**src/rtl/spw_tx_char_scheduler.sv**
```systemverilog
// SpaceWire transmit character scheduler: chooses the next character at each
// boundary, tracks credit, and drives state/bit-slot/history to the bit datapath.
module spw_tx_char_scheduler #(
    parameter int MAX_CREDIT = 56
) (
    input  logic       pclk_tx,
    input  logic       reset_tx,
    input  logic       tx_bit_tick,
    input  logic       tx_link_enable,
    input  logic       send_fct_tx,
    input  logic       send_data_tx,
    input  logic       gotfct_tx,
    input  logic       fct_req,
    output logic       fct_ack,
    input  logic       tickin_tx,
    input  logic [7:0] timecode_in,
    input  logic       txwrite_tx,
    input  logic [8:0] txdata_in,
    output logic       txready,
    output logic [6:0] state_tx_data,
    output logic [9:0] global_counter_transfer_data,
    output logic [3:0] bit_index,
    output logic [8:0] tx_data_out,
    output logic [7:0] timecode_out,
    output logic [5:0] last_type_data,
    output logic       txdata_flagctrl_tx_last,
    output logic       last_timein_control_flag_tx,
    output logic [5:0] credit,
    output logic       credit_error
);
    localparam logic [6:0] ST_START  = 7'b0000000;
    localparam logic [6:0] ST_NULL   = 7'b0000001;
    localparam logic [6:0] ST_FCT    = 7'b0000010;
    localparam logic [6:0] ST_NULL_C = 7'b0000100;
    localparam logic [6:0] ST_FCT_C  = 7'b0001000;
    localparam logic [6:0] ST_DATA_C = 7'b0010000;
    localparam logic [6:0] ST_TIME_C = 7'b1000000;

    localparam logic [5:0] TY_NULL  = 6'b000001;
    localparam logic [5:0] TY_FCT   = 6'b000010;
    localparam logic [5:0] TY_EOP   = 6'b000100;
    localparam logic [5:0] TY_EEP   = 6'b001000;
    localparam logic [5:0] TY_DATA  = 6'b010000;
    localparam logic [5:0] TY_TIMEC = 6'b100000;

    logic [6:0] state_q, state_d;
    logic [3:0] bit_q, bit_d;
    logic [5:0] credit_q, credit_d;
    logic       hold_valid_q, hold_valid_d;
    logic [8:0] hold_q, hold_d;
    logic       tc_pend_q, tc_pend_d;
    logic [7:0] tc_val_q, tc_val_d;
    logic [8:0] tx_data_q, tx_data_d;
    logic [7:0] timecode_q, timecode_d;
    logic [5:0] last_type_q, last_type_d;
    logic       par_data_q, par_data_d;
    logic       par_tc_q, par_tc_d;
    logic       fct_ack_q, fct_ack_d;
    logic       cerr_q, cerr_d;

    logic [3:0] last_slot;
    logic [5:0] fin_type;
    logic       at_end, sel_tc, sel_fct, sel_data;
    logic [6:0] credit_dec, credit_sum;

    // State register; link disable behaves exactly like reset.
    always_ff @(posedge pclk_tx) begin
        if (reset_tx || !tx_link_enable) begin
            state_q      <= ST_START;
            bit_q        <= '0;
            credit_q     <= '0;
            hold_valid_q <= 1'b0;
            hold_q       <= '0;
            tc_pend_q    <= 1'b0;
            tc_val_q     <= '0;
            tx_data_q    <= '0;
            timecode_q   <= '0;
            last_type_q  <= TY_NULL;
            par_data_q   <= 1'b0;
            par_tc_q     <= 1'b0;
            fct_ack_q    <= 1'b0;
            cerr_q       <= 1'b0;
        end else begin
            state_q      <= state_d;
            bit_q        <= bit_d;
            credit_q     <= credit_d;
            hold_valid_q <= hold_valid_d;
            hold_q       <= hold_d;
            tc_pend_q    <= tc_pend_d;
            tc_val_q     <= tc_val_d;
            tx_data_q    <= tx_data_d;
            timecode_q   <= timecode_d;
            last_type_q  <= last_type_d;
            par_data_q   <= par_data_d;
            par_tc_q     <= par_tc_d;
            fct_ack_q    <= fct_ack_d;
            cerr_q       <= cerr_d;
        end
    end

    // Last bit slot and type of the character currently on the wire.
    always_comb begin
        last_slot = 4'd7;
        fin_type  = TY_NULL;
        case (state_q)
            ST_FCT, ST_FCT_C: begin
                last_slot = 4'd3;
                fin_type  = TY_FCT;
            end
            ST_DATA_C: begin
                last_slot = tx_data_q[8] ? 4'd3 : 4'd9;
                fin_type  = !tx_data_q[8] ? TY_DATA : (tx_data_q[0] ? TY_EEP : TY_EOP);
            end
            ST_TIME_C: begin
                last_slot = 4'd13;
                fin_type  = TY_TIMEC;
            end
            default: ;
        endcase
    end

    assign at_end   = tx_bit_tick && (state_q != ST_START) && (bit_q == last_slot);
    assign sel_tc   = tc_pend_q && send_data_tx;
    assign sel_fct  = !sel_tc && fct_req && send_fct_tx;
    assign sel_data = !sel_tc && !sel_fct && hold_valid_q && send_data_tx && (credit_q != 6'd0);

    assign credit_dec = {1'b0, credit_q} - {6'd0, at_end && sel_data};
    assign credit_sum = credit_dec + 7'd8;

    // Next-state logic.
    always_comb begin
        state_d      = state_q;
        bit_d        = bit_q;
        credit_d     = credit_dec[5:0];
        hold_valid_d = hold_valid_q;
        hold_d       = hold_q;
        tc_pend_d    = tc_pend_q;
        tc_val_d     = tc_val_q;
        tx_data_d    = tx_data_q;
        timecode_d   = timecode_q;
        last_type_d  = last_type_q;
        par_data_d   = par_data_q;
        par_tc_d     = par_tc_q;
        fct_ack_d    = 1'b0;
        cerr_d       = 1'b0;

        if (state_q == ST_START) begin
            state_d = ST_NULL;
            bit_d   = '0;
        end else if (at_end) begin
            bit_d       = '0;
            last_type_d = fin_type;
            if (state_q == ST_DATA_C && !tx_data_q[8])
                par_data_d = ^tx_data_q[7:0];
            if (state_q == ST_TIME_C)
                par_tc_d = ^timecode_q;
            if (sel_tc) begin
                state_d    = ST_TIME_C;
                timecode_d = tc_val_q;
                tc_pend_d  = 1'b0;
            end else if (sel_fct) begin
                state_d   = send_data_tx ? ST_FCT_C : ST_FCT;
                fct_ack_d = 1'b1;
            end else if (sel_data) begin
                state_d      = ST_DATA_C;
                tx_data_d    = hold_q;
                hold_valid_d = 1'b0;
            end else begin
                state_d = send_data_tx ? ST_NULL_C : ST_NULL;
            end
        end else if (tx_bit_tick) begin
            bit_d = bit_q + 4'd1;
        end

        // A write is only accepted into an empty holder, so it never races a data start.
        if (txwrite_tx && txready) begin
            hold_valid_d = 1'b1;
            hold_d       = txdata_in;
        end
        if (tickin_tx) begin
            tc_pend_d = 1'b1;
            tc_val_d  = timecode_in;
        end
        if (gotfct_tx) begin
            if (credit_sum > 7'(MAX_CREDIT))
                cerr_d = 1'b1;
            else
                credit_d = credit_sum[5:0];
        end
    end

    // Output decode.
    always_comb begin
        global_counter_transfer_data = '0;
        if (state_q != ST_START && bit_q < 4'd10)
            global_counter_transfer_data = 10'd1 << bit_q;
    end

    assign txready                     = tx_link_enable && (state_q != ST_START) && !hold_valid_q;
    assign state_tx_data               = state_q;
    assign bit_index                   = bit_q;
    assign tx_data_out                 = tx_data_q;
    assign timecode_out                = timecode_q;
    assign last_type_data              = last_type_q;
    assign txdata_flagctrl_tx_last     = par_data_q;
    assign last_timein_control_flag_tx = par_tc_q;
    assign credit                      = credit_q;
    assign credit_error                = cerr_q;
    assign fct_ack                     = fct_ack_q;
endmodule

```
**config.mk**
```make
export PLATFORM = sky130hd
export DESIGN_NAME = spw_tx_char_scheduler
export DESIGN_NICKNAME = d
export VERILOG_FILES = /design/src/rtl/spw_tx_char_scheduler.sv
export SDC_FILE = /design/constraint.sdc
export NUM_CORES = 1
export LEC_CHECK = 0
export ABC_AREA = 1
export CAP_MARGIN = 5
export CELL_PAD_IN_SITES_DETAIL_PLACEMENT = 0
export CELL_PAD_IN_SITES_GLOBAL_PLACEMENT = 1
export CORE_MARGIN = 5
export CORE_UTILIZATION = 34
export CTS_CLUSTER_DIAMETER = 60
export DETAILED_ROUTE_END_ITERATION = 7
export PLACE_DENSITY_LB_ADDON = 0.1
export SYNTH_ARGS = -nofsm -noshare
export SYNTH_HDL_FRONTEND = slang
export SYNTH_SLANG_ARGS = --single-unit
```
**constraint.sdc**
```tcl
create_clock -name pclk_tx -period 3.6 [get_ports pclk_tx]
set_input_delay 0.72 -clock pclk_tx [delete_from_list [all_inputs] [get_ports pclk_tx]]
set_output_delay 0.72 -clock pclk_tx [all_outputs]
set_load 0.01 [all_outputs]
```
# [Word-level counts from Yosys, hierarchy flattened]
# Cells that the tools add are included.
[totals] reg_bits=63 out_inout_bits=55 wordCells=105
[op_classes] n_addsub=3 n_lt_le_gt_ge=2 eq_ne=9 shift=1 n_mux=27 bitwise_logic=5 reduce_logical=43
[ops] cell="6-bit one-hot mux with 3 select lines" count=1
[ops] cell="8-bit parity" count=2
[ops] cell="1-bit logical AND" count=15
[ops] cell="5-bit 2-to-1 mux" count=3
[ops] cell="1-bit 2-to-1 mux" count=14
[ops] cell="4-bit 2-to-1 mux" count=3
[ops] cell="6-bit 2-to-1 mux" count=2
[ops] cell="4-bit one-hot mux with 3 select lines" count=1
[ops] cell="3-bit AND reduction" count=4
[ops] cell="10-bit 2-to-1 mux" count=1
[ops] cell="5-bit AND reduction" count=2
[ops] cell="2-bit nonzero test" count=5
[ops] cell="1-bit by 4-bit left shift with 10-bit output, first input constant" count=1
[ops] cell="7-bit by 4-bit adder with 7-bit output, second input constant" count=1
[ops] cell="7-bit by 2-bit == test with 1-bit output, second input constant" count=1
[ops] cell="7-bit by 4-bit == test with 1-bit output, second input constant" count=1
[ops] cell="7-bit by 5-bit == test with 1-bit output, second input constant" count=1
[ops] cell="7-bit == test, second input constant" count=1
[ops] cell="7-bit by 6-bit > comparator with 1-bit output, second input constant" count=1
[ops] cell="7-bit logical NOT" count=1
[ops] cell="7-bit 2-to-1 mux" count=1
[ops] cell="7-bit nonzero test" count=1
[ops] cell="6-bit by 1-bit subtractor with 7-bit output" count=1
[ops] cell="2-bit by 1-bit inequality test with 1-bit output, second input constant" count=3
[ops] cell="other kinds (13)" count=23

# [Depth between registers and ports, before layout]
[logic_depth] depth_word=15 depth_mapped=26 depth_no_buf=25

# [Least setup slack after synthesis]
# OpenSTA, ideal clock, no wires.
[synth_timing] path_type="input-to-reg" startpoint="input tx_bit_tick" endpoint="register credit_q[3] (netlist: credit[3])" setup_time_ps=113 t_arrival_ps=3100 slack_ps=386 stages=22 cell_sequence="nand2_1 > inv_1 > nand2_1 > inv_1 > nand3_2 > nor2_4 > nand3_4 > buf_6 > inv_1 > ha_1 > ha_1 > nand3_1 > nand2_1 > inv_1 > ha_1 > nand3_1 > o21ai_0 > nor2_1 > nand3_1 > nand3_1 > nor2_1 > nor2_1"
[synth_between] elab_chain_cells=8
[synth_rtl] element="start, declared" line="8" source="input logic tx_bit_tick,"
[synth_rtl] element="1-bit logical AND (*) (2 in series)" line="122" source="assign at_end = tx_bit_tick && (state_q != ST_START) && (bit_q == last_slot);"
[synth_rtl] element="1-bit logical AND (*)" line="127" source="assign credit_dec = {1'b0, credit_q} - {6'd0, at_end && sel_data};"
[synth_rtl] element="6-bit by 1-bit subtractor with 7-bit output (*)" line="127"
[synth_rtl] element="7-bit by 4-bit adder with 7-bit output" line="128" source="assign credit_sum = credit_dec + 7'd8;"
[synth_rtl] element="7-bit by 6-bit > comparator with 1-bit output" line="185" source="if (credit_sum > 7'(MAX_CREDIT))"
[synth_rtl] element="6-bit 2-to-1 mux" line="185"
[synth_rtl] element="6-bit 2-to-1 mux (*)" line="184" source="if (gotfct_tx) begin"
[synth_rtl] element="end signal, assigned" line="86" source="credit_q <= credit_d;"
[synth_rtl] element="end, declared" line="48" source="logic [5:0] credit_q, credit_d;"
# Every way passes the cells marked *; elsewhere a longest branch is shown, timed or not.
# A chain may end at the register's enable or synchronous reset.

# [Final worst setup path]
[layout_timing] startpoint="input send_data_tx" endpoint="register credit_q[4] (netlist: credit[4])"
[layout_between] elab_chain_cells=15
[layout_rtl] element="start, declared" line="11" source="input logic send_data_tx,"
[layout_rtl] element="1-bit logical AND" line="123" source="assign sel_tc = tc_pend_q && send_data_tx;"
[layout_rtl] element="1-bit logical NOT" line="124, 125"
[layout_rtl] element="1-bit logical AND (2 in series)" line="124" source="assign sel_fct = !sel_tc && fct_req && send_fct_tx;"
[layout_rtl] element="1-bit logical NOT" line="125" source="assign sel_data = !sel_tc && !sel_fct && hold_valid_q && send_data_tx && (credit_q != 6'd0);"
[layout_rtl] element="1-bit logical AND (2 in series)" line="125"
[layout_rtl] element="1-bit logical AND (*) (2 in series)" line="125"
[layout_rtl] element="1-bit logical AND (*)" line="127"
[layout_rtl] element="6-bit by 1-bit subtractor with 7-bit output (*)" line="127"
[layout_rtl] element="7-bit by 4-bit adder with 7-bit output" line="128"
[layout_rtl] element="7-bit by 6-bit > comparator with 1-bit output" line="185"
[layout_rtl] element="6-bit 2-to-1 mux" line="185"
[layout_rtl] element="6-bit 2-to-1 mux (*)" line="184"
# Marks and branches as above.

==> results.py <==
metrics = {
    "die": {
        "dieWidth_microns": 106,
        "coreArea_sq_um": 9150,
        "rows": 35,
        "pin_count": 82,
        "initial_core_util": 0.344,
        "fp.dieH_microns": 106,
        "dieArea_sq_um": 11300,
    },
    "place": {
        "dpl.hpwl_mm": 5.82,
        "port_buffers": 80,
        "placed_area_sq_um": 4080,
        "gp_congestion": 0.797,
    },
    "timing": {
        "drv_slew": 0,
        "skew_ns": 0.00629,
        "finalSetupViolCount": 0,
        "final_hold_viol_count": 0,
        "min_period_ns": 3.24,
        "tns_ns": 0,
        "fin_crit_sh": 0.899,
        "fmaxAchievable_mhz": 309,
        "rsz0062_at_grt": "no",
    },
    "critical_path": {
        "critPathArrivalTime_ns": 3.52,
        "crit_fanout": 5,
        "cp-end-kind": "flop",
        "startpoint_type": "input port",
        "required_ns": 3.88,
        "critical_path_class": "input port to flop",
    },
    "drt": {
        "num_vias": 2941,
        "vias_per_cell": 4.54,
        "routed_wl_mm": 7.86,
        "drt_iter0_drc": 96,
        "routedWlPerCell_microns": 12.1,
        "final_antenna_net_count": 0,
        "drc": 0,
        "first_pass_iters": 6,
    },
    "final_layout": {
        "insertedDiodeCount": 0,
        "area_growth_pct": 35.1,
        "stdcell_area_sq_um": 4250,
        "nNetsFinal": 568,
        "fillers": 956,
        "multiInputGateArea_sq_um": 1600,
        "drive_gt1_frac": 0.106,
        "regArea_sq_um": 1240,
    },
    "pwr": {
        "pwr_density_cell_nw_per_um2": 317,
        "p_leak_nw": 1.87,
        "ir_drop_uv": 145,
    },
    "synthesis": {
        "synth_top_cells_by_count": "nand2_1, dfxtp_1, nor2_1",
        "ys_seq_area_frac": 0.394,
        "ys_warn_count": 0,
        "synth_nets": 480,
        "ys.flop_type": "dfxtp_1",
        "synth.avg_cell_area_sq_um": 7.09,
        "yosysMostFrequentCell": "nand2_1",
        "synth.top_cell.area_share": 0.394,
        "synth_cell_types": 33,
        "ys_ff_latch": 62,
        "synth_cells": 444,
        "synth.largest_area_cell": "dfxtp_1",
        "synth_edf_count": 0,
        "synth_area_leaders": "dfxtp_1, nand2_1, nor2_1",
        "ys_async_sr_fraction": 0,
        "syn_area_sq_um": 3150,
    },
    "clock_network": {
        "cts_tree": "built",
        "insertion_delay_ns": 0.34,
        "htreeDepth": 3,
        "cts.path.max_buffers": 2,
        "ctsHoldBuffers": 0,
        "root_buffer": "clkbuf_8",
        "ctsResizeCount": 0,
        "postCtsSetupBuffers": 0,
        "numCtsBuffers": 9,
        "clock-sinks": 62,
        "clkSlewWorstSetupHoldPaths_ns": 0.08,
    },
    "run_status": {
        "status": "finished, final reports clean",
    },
    "global_route": {
        "grt_first_pass_wirelength_mm": 13.3,
        "grt_pass1_vias": 2758,
        "grt_usage": 0.145,
        "antenna_found_initial": 0,
        "grt-ovfl-total": 0,
        "grt_max_degree": 26,
    },
    "hold_path": {
        "hold_path_class": "flop to flop",
    },
    "flow_run": {
        "drv_cap": 0,
    },
}
layer usage:
metal | GRT usage | wire length [microns] | vias up
li1 | - | - | 1563
met1 | 0.199 | 3950 | 1299
met2 | 0.221 | 3390 | 67
met3 | 0.0322 | 403 | 12
met4 | 0.0574 | 121 | 0
met5 | 0 | 0 | -
cell type report:
type                            instances  area share
Clock buffer                            9      0.0291
Inverter                               56      0.0494
Timing Repair Buffer                   92       0.209
Multi-Input combinational cell        311       0.376
Tap cell                              111      0.0326
Clock inverter                          7      0.0118
Sequential cell                        62       0.292
critical path, cell delays in order:
cell and delay [ns]:
clkdlybuf4s50_1 0.51, nand2_1 0.10, nand3_1 0.09, nand3_1 0.09, nor2_1 0.19, nand3_4 0.09, inv_1 0.06, ha_1 0.15
ha_1 0.22, nand3_1 0.09, nand2_1 0.09, inv_1 0.05, ha_1 0.30, nand3_1 0.07, o21ai_0 0.17, nor2_1 0.06
nand3_1 0.08, nand3_1 0.16, nand2_1 0.10, nand2_1 0.05, nor2_1 0.09
kinds of logic (layout without fill, tap and decap cells):
logic type,count (synthesis),in the layout,share of synthesized area
flops,62,62,0.394
simple gates,249,249,0.360
xor+xnor,16,16,0.0505
compound gates,36,36,0.0596
fa+ha+maj,9,9,0.0358
buf+inv,71,164,0.0986
other cells,1,1,0.00119
state kept, by name, summed over array words and instances, names as in the netlist:
register / flops
bit_index: 4
credit: 6
credit_error: 1
fct_ack: 1
hold_q: 9
hold_valid_q: 1
last_timein_control_flag_tx: 1
last_type_data: 6
state_tx_data: 6
tc_pend_q: 1
tc_val_q: 8
timecode_out: 8
tx_data_out: 9
txdata_flagctrl_tx_last: 1
cells in the final DEF (no fill, tap or decap), types with 3 or more instances in the layout:
cell,netlist,routed
xnor2_1,11,11
dfxtp_1,62,62
nor2_2,9,10
xor2_1,4,4
ha_1,9,9
o21ai_0,6,6
clkinvlp_4,0,3
a21oi_1,28,28
clkbuf_8,0,9
nor2_1,61,60
inv_1,53,53
buf_4,3,12
nand3_1,30,30
nor3_1,5,5
nor2_4,4,4
clkdlybuf4s50_1,0,80
nand2_1,119,119
nor4_1,8,8
where the power goes:
group	leakage, nW	internal [W]	total (W)	switching [W]
combinational	1.29	0.0000491	0.000101	0.0000516
clock	0.0816	0.000250	0.000551	0.000301
sequential	0.501	0.000692	0.000698	0.00000590
total	1.87	0.000991	0.00135	0.000359
per-stage QoR:
stage,util,cells,setup WS [ns],total power [W],hold slack (ns)
after global placement,0.446,632,0.0938,0.000815,0.453
final,0.465,648,0.364,0.00135,0.464
after CTS,0.465,648,0.361,0.00136,0.465
after global routing,0.465,648,0.0746,0.00141,0.484
after detailed placement,0.446,632,0.00481,0.000815,0.454
after floorplan,-,444,0.386,0.000761,0.440
worst paths after layout:
path,startpoint,end,cells after the start,slack (ns)
max,send_data_tx,credit[4],21,0.36
max reg2reg,state_tx_data[1],credit[4],23,0.58
min reg2reg,last_type_data[4],last_type_data[4],2,0.46
min,last_type_data[4],last_type_data[4],2,0.46
Power figures use the tool's default switching activity.
